File: config.mk
export PLATFORM = sky130hd
export DESIGN_NAME = lives_game_fsm
export DESIGN_NICKNAME = d
export VERILOG_FILES = /design/src/rtl/lives_game_fsm.sv
export SDC_FILE = /design/constraint.sdc
export NUM_CORES = 1
export LEC_CHECK = 0
export ABC_AREA = 1
export CAP_MARGIN = 15
export CORE_UTILIZATION = 55
export CTS_CLUSTER_DIAMETER = 80
export CTS_CLUSTER_SIZE = 12
export DETAILED_ROUTE_END_ITERATION = 8
export PLACE_DENSITY = 0.79
export SLEW_MARGIN = 20
export SYNTH_ARGS = -nofsm -noshare
export SYNTH_HDL_FRONTEND = slang
export SYNTH_SLANG_ARGS = --single-unit
File: constraint.sdc
create_clock -name clk -period 2.11 [get_ports clk]
set_clock_uncertainty 0.15 [all_clocks]
set_input_delay 0.3165 -clock clk [delete_from_list [all_inputs] [get_ports clk]]
set_output_delay 0.3165 -clock clk [all_outputs]
set_load 0.01 [all_outputs]
File: src/rtl/lives_game_fsm.sv
// Game-state and life manager: IDLE/PLAY/INVULN/GAME_OVER/WIN sequencing,
// life counting with a post-hit invulnerability window and smiley blink.
module lives_game_fsm #(
    parameter int unsigned START_LIVES   = 3,
    parameter int unsigned INVULN_FRAMES = 60,
    parameter int unsigned WIN_SCORE     = 50
) (
    input  logic       clk,
    input  logic       reset,
    input  logic       startOfFrame,
    input  logic       collision_lostLife,
    input  logic [3:0] score_top,
    input  logic [3:0] score_bottom,
    input  logic       start_pressed,
    output logic [2:0] lives,
    output logic       play_enable,
    output logic       invulnerable,
    output logic       blink,
    output logic       life_lost_pulse,
    output logic       game_over,
    output logic       game_won
);

    typedef enum logic [2:0] {
        ST_IDLE      = 3'd0,
        ST_PLAY      = 3'd1,
        ST_INVULN    = 3'd2,
        ST_GAME_OVER = 3'd3,
        ST_WIN       = 3'd4
    } state_t;

    localparam logic [2:0] START_LIVES_V   = 3'(START_LIVES);
    localparam logic [7:0] INVULN_FRAMES_V = 8'(INVULN_FRAMES);
    localparam logic [6:0] WIN_SCORE_V     = 7'(WIN_SCORE);

    function automatic logic [6:0] bcd_to_bin(input logic [3:0] tens, input logic [3:0] units);
        return ({3'd0, tens} * 7'd10) + {3'd0, units};
    endfunction

    state_t     state;
    logic [7:0] inv_cnt;
    logic [2:0] frame_cnt;
    logic       hit_seen;
    logic       start_prev;
    logic       start_edge;

    logic [6:0] score_value;
    logic       win_now;
    logic [2:0] frame_cnt_inc;

    assign score_value   = bcd_to_bin(score_top, score_bottom);
    assign win_now       = (score_value >= WIN_SCORE_V);
    assign frame_cnt_inc = frame_cnt + 3'd1;

    // Start key edge detector; the edge itself is registered, so a press
    // reaches the state register two clocks after the key rises.
    always_ff @(posedge clk or posedge reset) begin
        if (reset) begin
            start_prev <= 1'b0;
            start_edge <= 1'b0;
        end else begin
            start_prev <= start_pressed;
            start_edge <= start_pressed & ~start_prev;
        end
    end

    // Game state machine with all outputs registered alongside the state.
    always_ff @(posedge clk or posedge reset) begin
        if (reset) begin
            state           <= ST_IDLE;
            lives           <= START_LIVES_V;
            inv_cnt         <= 8'd0;
            frame_cnt       <= 3'd0;
            hit_seen        <= 1'b0;
            play_enable     <= 1'b0;
            invulnerable    <= 1'b0;
            blink           <= 1'b0;
            life_lost_pulse <= 1'b0;
            game_over       <= 1'b0;
            game_won        <= 1'b0;
        end else begin
            life_lost_pulse <= 1'b0;
            case (state)
                ST_IDLE: begin
                    lives    <= START_LIVES_V;
                    hit_seen <= 1'b0;
                    if (start_edge) begin
                        state       <= ST_PLAY;
                        play_enable <= 1'b1;
                    end else begin
                        state       <= ST_IDLE;
                        play_enable <= 1'b0;
                    end
                end

                ST_PLAY: begin
                    if (startOfFrame) begin
                        if (hit_seen) begin
                            // Hit beats a win decided in the same frame.
                            lives           <= lives - 3'd1;
                            life_lost_pulse <= 1'b1;
                            hit_seen        <= 1'b0;
                            if (lives <= 3'd1) begin
                                state       <= ST_GAME_OVER;
                                play_enable <= 1'b0;
                                game_over   <= 1'b1;
                            end else begin
                                state        <= ST_INVULN;
                                inv_cnt      <= INVULN_FRAMES_V;
                                frame_cnt    <= 3'd0;
                                invulnerable <= 1'b1;
                                blink        <= 1'b0;
                            end
                        end else if (win_now) begin
                            state       <= ST_WIN;
                            hit_seen    <= 1'b0;
                            play_enable <= 1'b0;
                            game_won    <= 1'b1;
                        end else begin
                            // A collision on the frame boundary belongs to the next frame.
                            hit_seen <= collision_lostLife;
                        end
                    end else begin
                        hit_seen <= hit_seen | collision_lostLife;
                    end
                end

                ST_INVULN: begin
                    hit_seen <= 1'b0;
                    if (startOfFrame) begin
                        inv_cnt   <= inv_cnt - 8'd1;
                        frame_cnt <= frame_cnt_inc;
                        if (win_now) begin
                            state        <= ST_WIN;
                            play_enable  <= 1'b0;
                            invulnerable <= 1'b0;
                            blink        <= 1'b0;
                            game_won     <= 1'b1;
                        end else if (inv_cnt <= 8'd1) begin
                            state        <= ST_PLAY;
                            invulnerable <= 1'b0;
                            blink        <= 1'b0;
                        end else begin
                            blink <= frame_cnt_inc[2];
                        end
                    end else begin
                        inv_cnt <= inv_cnt;
                    end
                end

                ST_GAME_OVER, ST_WIN: begin
                    hit_seen <= 1'b0;
                    if (start_edge) begin
                        state        <= ST_IDLE;
                        lives        <= START_LIVES_V;
                        play_enable  <= 1'b0;
                        invulnerable <= 1'b0;
                        blink        <= 1'b0;
                        game_over    <= 1'b0;
                        game_won     <= 1'b0;
                    end else begin
                        state <= state;
                    end
                end

                default: begin
                    // Unreachable encodings recover to a clean idle.
                    state        <= ST_IDLE;
                    lives        <= START_LIVES_V;
                    inv_cnt      <= 8'd0;
                    frame_cnt    <= 3'd0;
                    hit_seen     <= 1'b0;
                    play_enable  <= 1'b0;
                    invulnerable <= 1'b0;
                    blink        <= 1'b0;
                    game_over    <= 1'b0;
                    game_won     <= 1'b0;
                end
            endcase
        end
    end

endmodule

==> flow_metrics.tcl <==
set metrics [dict create \
    drt_first_iter_violations 77 \
    fin_tns_setup_ps -3.84 \
    dp.cells 297 \
    grt_overflow 0 \
    grt_max_degree 27 \
    cts_made_buffers 3 \
    syn_area_mm2 0.00173 \
    setup_ws_ps -3.84 \
    violations "setup timing" \
    finalWirelength_um 3480 \
    path_max_fanout 4 \
    ys_warn_count 0 \
    via_per_inst 5.15 \
    finalMaxSlewViolations 0 \
    relSlewSlack 0.781 \
    synth_compound_area_frac 0.126 \
    synth_xor_area_frac 0.0202 \
    period_needed_ps 2110 \
    port_buffers 20 \
    outcome "finished, violations left" \
    antenna_found_initial 0 \
    maxCapViolCount 0 \
    muxShareOfSynthArea 0.00578 \
    globalplace.congestion 0.836 \
    rsz0062_at_grt "yes" \
    start_kind "input pin" \
    seq_area_frac_synth 0.377 \
    clock_latency_ps 320 \
    fp.dieH_um 58.1 \
    setup_viol 1 \
    nets 285 \
    peakVddDrop_uv 523 \
    ff2ff_path_depth 10 \
    async_reset_ff_frac 1.00 \
    netlist_instances 222 \
    startpoint "score_bottom[2]" \
    synth_simple_gate_area_frac 0.271 \
    clock_sinks 26 \
    ys.flop_type "dfrtp_1" \
    path_clk_slew_ps 140 \
    worstMarginPinSlew_ps 328 \
    dp_hpwl_um 2720 \
    die_area_mm2 0.00338 \
    cts-root-buf "clkbuf_4" \
    leakage_nw 1.08 \
    synth_nets 248 \
    drc 0 \
    cts_tree "built" \
    post_drt_wl_per_cell_um 11.5 \
    worst_ep_arrival_time_ps 2220 \
    dieWidth_um 58.1 \
    critPathCapture "invulnerable" \
    std_cell_rows 20 \
    instances_no_fill 302 \
    power_density_mw_per_mm2 1080 \
    grt_pass1_vias 1396 \
    grt_pass1_wl_um 5870 \
    critPathRequiredTime_ps 2220 \
    detail-route-antenna-nets 0 \
    power_mw 2.33 \
    min_path_type "input pin to asynchronous set/reset pin" \
    r2r_slack_ps 200 \
    timing_worst_setup_path_type "input pin to flip-flop" \
    io_pins 22 \
    yosysUniqueCellTypes 33 \
    clk_path_buf_depth 2 \
    core_area_mm2 0.00303 \
    fin_crit_sh 1.00 \
    vias 1555 \
    layout-drive-gt1-share 0.225 \
    avgSynthCellArea_um2 7.81 \
    r2r_end "inv_cnt[6]" \
    start_util 0.572 \
    hold_violations 0 \
    antenna_cells 0 \
    setup.worst_path.end_class "flip-flop" \
    grt_usage 0.225 \
    htree_levels 1 \
    r2r-start "lives[1]" \
    whs_ps 171 \
    fmax_ghz 0.473 \
    synthAdderAreaFrac 0.103 \
    area_growth_pct 25.0 \
    synth_edf_count 0 \
    yosys_register_bits 26 \
    first_pass_iters 4 \
    synth_top_family_by_area "simple AND/OR/NAND/NOR gates" \
]
[critical path, stage by stage]
cell and delay [ps]:
clkdlybuf4s50_1 490, inv_1 70, fa_2 530, nand2_1 50, a21oi_1 120, nor2_1 70, nand3_2 80, nand4_1 210
nand2_2 160, nand2_1 50, o21ai_1 70
[power breakdown]
group          total, mW  switching (mW)  internal (mW)
sequential         0.769           0.121          0.648
clock              0.218           0.144         0.0739
combinational       1.34           0.797          0.547
[cells in the final DEF (no fill, tap or decap), drive strengths merged, types with 2 or more instances in the layout]
cell,synthesis,final
nand3,10,10
fa,2,2
nand2,53,53
o22ai,2,2
dfrtp,24,24
nor2,24,24
a21oi,8,8
dfstp,2,2
o21ai,17,17
a22oi,3,3
or2,2,2
clkbuf,0,4
o211ai,2,2
nand4,4,4
xnor2,3,3
o31ai,2,2
clkdlybuf4s50,0,15
buf,1,16
inv,41,41
ha,11,11
nor3,5,5
[timing repair]
action	in CTS	in global routing
resized for setup	25	5
setup endpoints to repair	8	16
hold buffers	0	0
buffers inserted	1	0
pin swaps	16	2
[per-stage QoR]
step	setup slack (ps)	utilization	cell area [µm²]
final	-3.84	0.715	2170
after global routing	-123	0.715	2170
after CTS	2.27	0.713	2160
after detailed placement	-841	0.692	2090
after global placement	-739	0.692	2090
after floorplan	-139	-	1760
[cell families (layout without fill, tap and decap cells)]
| family | count (synthesis) | count (layout) |
|---|---|---|
| AND/OR/NAND/NOR | 100 | 100 |
| multiplexers | 1 | 1 |
| XOR/XNOR | 4 | 4 |
| flip-flops | 26 | 26 |
| AO/OA/AOI/OAI | 36 | 36 |
| buffers and inverters | 42 | 78 |
| adder cells (fa/ha/maj) | 13 | 13 |
[cell type report]
cell class,count,area [µm²]
multi-input combinational,154,980
fill,240,862
sequential,26,653
timing repair buffer,33,295
inverter,41,156
tap,44,55.1
clock buffer,4,26.3
[per-layer routing]
layer | up-vias | wire [µm] | global-route usage
li1 | 788 | - | -
met2 | 36 | 1740 | 0.396
met1 | 727 | 1590 | 0.297
met4 | 0 | 23 | 0.0510
met3 | 4 | 119 | 0.0290
met5 | - | 0 | 0
[state kept, by name, summed over array words and instances, names as in the netlist, 3 cells and up]
name and flops:
frame_cnt 3, inv_cnt 8, lives 3, state 3
[worst min path at each step]
stage	startpoint	endpoint	cells past startpoint
after global routing	reset	lives[2]	3
after global placement	start_prev	start_edge	1
final	reset	game_over	3
after floorplan	start_pressed	start_prev	0
after detailed placement	start_prev	start_edge	1
after CTS	reset	game_over	3
[cell usage after synthesis (4+ instances only)]
cell     count  area share
nand4_1      4       0.014
ha_1        11       0.079
o21ai_0      9       0.026
nor2_1      19       0.041
dfrtp_1     24        0.35
nor2_2       5       0.018
o21ai_2      4       0.020
inv_1       36       0.078
nand2_1     47        0.10
o21ai_1      4       0.012
inv_2        4      0.0087
a21oi_1      8       0.023
nand3_1     10       0.029
nand2_2      5       0.018
Note: power is estimated with default switching activity, not from simulation.
